## config.mk

```make
export PLATFORM = sky130hd
export DESIGN_NAME = corevx_ptw
export DESIGN_NICKNAME = d
export VERILOG_FILES = /design/src/rtl/corevx_ptw_pkg.sv /design/src/rtl/corevx_ptw_pte_check.sv /design/src/rtl/corevx_ptw.sv
export SDC_FILE = /design/constraint.sdc
export NUM_CORES = 1
export LEC_CHECK = 0
export ABC_AREA = 1
export BUFFER_PORTS_ARGS = -buffer_cell sky130_fd_sc_hd__clkbuf_2
export CAP_MARGIN = 20
export CORE_UTILIZATION = 30
export DETAILED_ROUTE_END_ITERATION = 8
export RECOVER_POWER = 50
export SYNTH_ARGS = -nofsm -noshare
export SYNTH_HDL_FRONTEND = slang
export SYNTH_HIERARCHICAL = 1
export SYNTH_SLANG_ARGS = --single-unit
```

## constraint.sdc

```tcl
create_clock -name clk -period 2.6 [get_ports clk]
set_clock_uncertainty 0.2 [all_clocks]
set_input_delay 0.52 -clock clk [delete_from_list [all_inputs] [get_ports clk]]
set_output_delay 0.52 -clock clk [all_outputs]
set_load 0.005 [all_outputs]
```

## src/rtl/corevx_ptw_pkg.sv

```systemverilog
// Shared types and PTE field positions for the Sv32 page-table walker.
// Pure declarations, no logic.
package corevx_ptw_pkg;

  typedef enum logic [1:0] {
    IDLE     = 2'd0,
    WAIT_MEM = 2'd1,
    RESPOND  = 2'd2
  } state_e;

  localparam int PTE_V = 0;
  localparam int PTE_R = 1;
  localparam int PTE_W = 2;
  localparam int PTE_X = 3;
  localparam int PTE_U = 4;
  localparam int PTE_G = 5;
  localparam int PTE_A = 6;
  localparam int PTE_D = 7;

  localparam int          PTE_PPN_LSB    = 10;
  localparam logic [7:0]  BARE_ACCESSTAG = 8'hCF;

  // Byte address of a PTE: table base page, 10-bit index, 4-byte entries.
  function automatic logic [33:0] pte_addr(input logic [21:0] ppn, input logic [9:0] idx);
    return {ppn, idx, 2'b00};
  endfunction

endpackage

```

## src/rtl/corevx_ptw_pte_check.sv

```systemverilog
// Combinational Sv32 PTE classifier: leaf detect, fault detect, resulting physical page.
// Build option COREVX_PTW_AD_CHECK_EN: a leaf with A=0 is a page fault.
module corevx_ptw_pte_check
  import corevx_ptw_pkg::*;
(
  input  logic [31:0] pte,
  input  logic        level,
  input  logic [9:0]  vpn0,
  output logic        leaf,
  output logic        fault,
  output logic [21:0] phys
);

  logic unused_bits;

  always_comb begin
    leaf  = pte[PTE_R] | pte[PTE_X];
    fault = !pte[PTE_V] || (!pte[PTE_R] && pte[PTE_W]);
    // A level-1 leaf must map a 4 MiB aligned superpage.
    if (leaf && level && (pte[19:PTE_PPN_LSB] != 10'd0)) fault = 1'b1;
    if (!leaf && !level) fault = 1'b1;
`ifdef COREVX_PTW_AD_CHECK_EN
    if (leaf && !pte[PTE_A]) fault = 1'b1;
`endif
    phys = level ? {pte[31:20], vpn0} : pte[31:PTE_PPN_LSB];
  end

`ifdef COREVX_PTW_AD_CHECK_EN
  assign unused_bits = ^{pte[9:8], pte[PTE_D], pte[PTE_G], pte[PTE_U]};
`else
  assign unused_bits = ^{pte[9:8], pte[PTE_D], pte[PTE_A], pte[PTE_G], pte[PTE_U]};
`endif

endmodule

```

## src/rtl/corevx_ptw.sv

```systemverilog
// Sv32 page-table walker feeding the TLB write port; one walk in flight, options COREVX_PTW_AD_CHECK_EN / COREVX_PTW_DEBUG_EN.
// Bare: done 1 cycle after request; Sv32: one cycle per read plus a gap cycle and a respond cycle; requests while busy are dropped.
module corevx_ptw
  import corevx_ptw_pkg::*;
#(
  parameter int MEM_TIMEOUT   = 0,
  parameter bit disable_debug = 1'b0
) (
  input  logic        clk,
  input  logic        rst,
  input  logic        resolve_request,
  input  logic [19:0] resolve_virtual_address,
  input  logic        satp_mode,
  input  logic [21:0] satp_ppn,
  output logic        resolve_busy,
  output logic        resolve_done,
  output logic        resolve_pagefault,
  output logic        resolve_accessfault,
  output logic [19:0] virtual_address_w,
  output logic [7:0]  accesstag_w,
  output logic [21:0] phys_w,
  output logic        m_read,
  output logic [33:0] m_addr,
  input  logic        m_done,
  input  logic [31:0] m_rdata,
  input  logic        m_rerror
);

  localparam int TW = (MEM_TIMEOUT > 1) ? $clog2(MEM_TIMEOUT + 1) : 1;
  localparam logic [TW-1:0] CNT_LAST = TW'((MEM_TIMEOUT > 0) ? MEM_TIMEOUT - 1 : 0);

  state_e        state, state_next;
  logic          level;
  logic          gap;
  logic [TW-1:0] cnt;
  logic          rd_active;
  logic          rd_ok;
  logic          timeout_hit;
  logic          chk_leaf, chk_fault;
  logic [21:0]   chk_phys;

  corevx_ptw_pte_check u_pte_check (
    .pte   (m_rdata),
    .level (level),
    .vpn0  (virtual_address_w[9:0]),
    .leaf  (chk_leaf),
    .fault (chk_fault),
    .phys  (chk_phys)
  );

  // The gap cycle separates the two reads so the memory sees a fresh request edge.
  assign rd_active    = (state == WAIT_MEM) && !gap;
  assign rd_ok        = rd_active && m_done && !m_rerror;
  assign timeout_hit  = (MEM_TIMEOUT > 0) && rd_active && !m_done && (cnt == CNT_LAST);
  assign m_read       = rd_active;
  assign resolve_busy = (state != IDLE);
  assign resolve_done = (state == RESPOND);

  always_ff @(posedge clk) begin
    if (rst) state <= IDLE;
    else     state <= state_next;
  end

  always_comb begin
    state_next = state;
    case (state)
      IDLE: begin
        if (resolve_request) state_next = satp_mode ? WAIT_MEM : RESPOND;
      end
      WAIT_MEM: begin
        if (rd_active && m_done) begin
          if (m_rerror || chk_fault || chk_leaf) state_next = RESPOND;
        end else if (timeout_hit) begin
          state_next = RESPOND;
        end
      end
      RESPOND: state_next = IDLE;
      default: state_next = IDLE;
    endcase
  end

  always_ff @(posedge clk) begin
    if (rst) begin
      level               <= 1'b0;
      gap                 <= 1'b0;
      cnt                 <= '0;
      resolve_pagefault   <= 1'b0;
      resolve_accessfault <= 1'b0;
      virtual_address_w   <= '0;
      accesstag_w         <= '0;
      phys_w              <= '0;
      m_addr              <= '0;
    end else begin
      case (state)
        IDLE: begin
          if (resolve_request) begin
            virtual_address_w   <= resolve_virtual_address;
            resolve_pagefault   <= 1'b0;
            resolve_accessfault <= 1'b0;
            if (!satp_mode) begin
              phys_w      <= {2'b00, resolve_virtual_address};
              accesstag_w <= BARE_ACCESSTAG;
            end else begin
              level  <= 1'b1;
              gap    <= 1'b0;
              cnt    <= '0;
              m_addr <= pte_addr(satp_ppn, resolve_virtual_address[19:10]);
            end
          end
        end
        WAIT_MEM: begin
          if (gap) begin
            gap <= 1'b0;
            cnt <= '0;
          end else if (m_done && m_rerror) begin
            resolve_accessfault <= 1'b1;
            accesstag_w         <= 8'h00;
          end else if (rd_ok && chk_fault) begin
            resolve_pagefault <= 1'b1;
            accesstag_w       <= 8'h00;
          end else if (rd_ok && chk_leaf) begin
            phys_w      <= chk_phys;
            accesstag_w <= m_rdata[7:0];
          end else if (rd_ok) begin
            level  <= 1'b0;
            gap    <= 1'b1;
            cnt    <= '0;
            m_addr <= pte_addr(m_rdata[31:PTE_PPN_LSB], virtual_address_w[9:0]);
          end else if (timeout_hit) begin
            resolve_accessfault <= 1'b1;
            accesstag_w         <= 8'h00;
          end else begin
            cnt <= cnt + TW'(1);
          end
        end
        default: ;
      endcase
    end
  end

  if (!disable_debug) begin : g_debug
`ifdef COREVX_PTW_DEBUG_EN
    fault_excl: assert property (@(posedge clk) disable iff (rst)
      !(resolve_pagefault && resolve_accessfault));
`endif
  end

endmodule

```

==> flow_metrics.py <==
metrics = {
    "outcome": {
        "status": "complete, no violations",
    },
    "clocking": {
        "cts_setup_buffers": 0,
        "clk_latency_ns": 0.34,
        "htreeDepth": 3,
        "clk_path_buf_depth": 2,
        "cts_tree": "built",
        "clkSlewWorstSetupHoldPaths_ns": 0.06,
        "cts_root_buffer": "clkbuf_16",
        "numCtsBuffers": 9,
        "clock-sinks": 88,
        "post_cts_resized": 0,
        "ctsHoldBuffers": 0,
    },
    "global_routing": {
        "grt_pass1_vias": 4091,
        "grt_max_degree": 62,
        "antenna_found_initial": 0,
        "grt_pass1_wl_mm": 21.87,
        "grt_overflow": 0,
        "track_usage": 0.1947,
    },
    "setup_path": {
        "crit_path_start_kind": "flip-flop",
        "crit_fanout": 32,
        "r2r_cells": 11,
        "crit_family": "simple AND/OR/NAND/NOR gates",
        "cpMostUsedCell": "nand2_1",
        "endpoint": "m_addr[9]",
        "criticalPathCategory": "reg2reg",
        "startpoint": "level",
        "path_cells": "buf_4 -> o21ai_2 -> o21bai_1 -> nand2_1 -> nor3_1 -> nand3_1 -> nand2_1 -> nand2_2 -> buf_12 -> o21ai_0 -> nor2_1",
        "cp.depth": 11,
        "r2r-end": "m_addr[9]",
        "cp.required_ns": 2.63,
        "crit_slowest_cell": "dfxtp_1",
        "r2r_slack_ns": 0.42,
        "arrival_ns": 2.21,
        "r2r-start": "level",
        "critPathCaptureType": "flip-flop",
        "worst-path-buf-inv": 2,
        "max_stage_delay_ns": 0.34,
    },
    "route": {
        "via_per_inst": 4.361,
        "drc": 0,
        "drt-wirelength-per-cell_um": 13.93,
        "first_pass_iters": 5,
        "ant_nets": 0,
        "drtIter0Drc": 275,
        "routed_wl_mm": 14.11,
        "vias": 4418,
    },
    "floorplanning": {
        "initial_core_util": 0.3113,
        "core_um2": 14040,
        "num_rows": 43,
        "die_x_um": 122.7,
        "die_h_um": 122.7,
        "io_pins": 169,
        "die_area_um2": 15060,
    },
    "power": {
        "power_density_nw_per_um2": 730.1,
        "vdd_drop_max_mv": 0.3401,
        "p_leak_uw": 0.002785,
    },
    "timing": {
        "drv_slew": 0,
        "fin_hold_ws_ns": 0.2476,
        "period_needed_ns": 2.180,
        "timing.fmax_mhz": 458.6,
        "finalSetupViolations": 0,
        "slew_headroom": 0.6533,
        "setup_tns_ns": 0,
        "hold_viol": 0,
        "tightest_slew_ns": 0.5200,
        "rsz0062_at_grt": "false",
        "finalCritPeriodShare": 0.8386,
    },
    "place": {
        "dpl.cell_count": 997,
        "port_buffers": 164,
        "place_hpwl_mm": 10.17,
        "placed_cell_area_um2": 5259,
        "gp_congestion": 0.7964,
    },
    "yosys": {
        "yosysTopAreaCell": "dfxtp_1",
        "synth_cell_types": 29,
        "yosys_warnings": 6,
        "yosysSeqAreaShare": 0.4030,
        "syn-mean-instance-area_um2": 6.317,
        "synth-seq-cells": 88,
        "syn_inst": 692,
        "async_reset_ff_frac": 0,
        "yosysMostFrequentCell": "nand2_1",
        "ys.flop_type": "dfxtp_1",
        "synth-edff-count": 0,
        "yosys-top-cells-area": "dfxtp_1 (40%), nand2_1 (20%), nor2_1 (15%)",
        "synth_top_area_share": 0.4030,
        "synth_commonest_cells": "nand2_1 (231), nor2_1 (177), dfxtp_1 (88), o21ai_0 (50), inv_1 (42)",
        "synth_area_um2": 4372,
    },
    "layout": {
        "area_delta_synth_final_pct": 25.33,
        "final_cell_area_um2": 5479,
        "diodes": 0,
        "final_cell_count_no_fill": 1013,
        "layout.nets": 908,
        "layout-drive-gt1-share": 0.1837,
    },
    "min_path": {
        "min_path_type": "in2reg",
    },
    "job": {
        "maxCapViolCount": 0,
    },
}
[sequential cells by signal, summed over array words and instances, names as in the netlist]
signal and flops:
resolve_accessfault 1, state 2, phys_w 22, level 1, resolve_pagefault 1, gap 1, virtual_address_w 20, m_addr 32
accesstag_w 8
[power breakdown]
part	switching (µW)	internal (µW)	leakage, µW
registers	108	1540	0.000727
logic	622	397	0.00191
clock network	534	799	0.000143
[through the flow]
step	setup slack, ns	power, µW	util
after global routing	0.1641	4288	0.3902
after global placement	0.1372	2733	0.3745
after detailed placement	0.1151	2742	0.3745
after CTS	0.4075	4093	0.3960
after floorplan	0.5897	2311	-
final	0.4196	4000	0.3902
[cell type report]
type	count	area, µm²
inverter	45	168.9
fill	1605	8563
clock buffer	14	264.0
sequential	88	1762
clock inverter	2	37.54
timing repair buffer	176	882.1
multi-input combinational	508	2140
tap	180	225.2
[layout by cell type (no fill, tap or decap), types with 2 or more instances in the layout]
master,count
clkbuf_2,104
nor2_1,178
nand2_1,231
buf_12,4
mux2_2,10
conb_1,2
a21oi_1,5
buf_4,7
clkbuf_8,2
nand3_2,2
nand4_1,5
o21ai_0,50
clkbuf_1,63
inv_2,4
nand2_2,2
nand3_1,11
o21ai_1,2
o21ai_2,2
clkbuf_16,9
inv_1,41
dfxtp_1,88
[per-layer routing]
metal / part of all wire / GRT usage / vias to the layer above
li1: - / - / 2373
met1: 0.48 / 0.2598 / 1900
met2: 0.44 / 0.3037 / 136
met4: 0.012 / 0.07546 / 0
met5: 0 / 0 / -
met3: 0.063 / 0.04275 / 9
[kinds of logic (layout without fill, tap and decap cells)]
kind of cell,after synthesis,count (layout),share of synthesized area
simple gates,435,435,0.3898
buf+inv,97,237,0.1079
flops,88,88,0.4030
compound gates,61,61,0.07270
mux,10,10,0.02576
other cells,1,2,0.0008578
[worst min-delay path by stage]
stage | end | cells past startpoint | startpoint
2_1_floorplan | resolve_pagefault | 2 | resolve_pagefault
3_3_place_gp | resolve_accessfault | 2 | resolve_accessfault
3_5_place_dp | resolve_pagefault | 2 | resolve_pagefault
4_1_cts | virtual_address_w[2] | 3 | resolve_virtual_address[2]
5_1_grt | virtual_address_w[3] | 3 | resolve_virtual_address[3]
6_report | virtual_address_w[3] | 3 | resolve_virtual_address[3]
[worst register-to-register path: cells and delay by family, from the launching register on]
kind | cells | cell delay (ns)
simple gates | 6 | 0.72
flops | 1 | 0.34
buf+inv | 2 | 0.38
compound gates | 3 | 0.44
No activity file was read; power rests on OpenSTA's default activity.
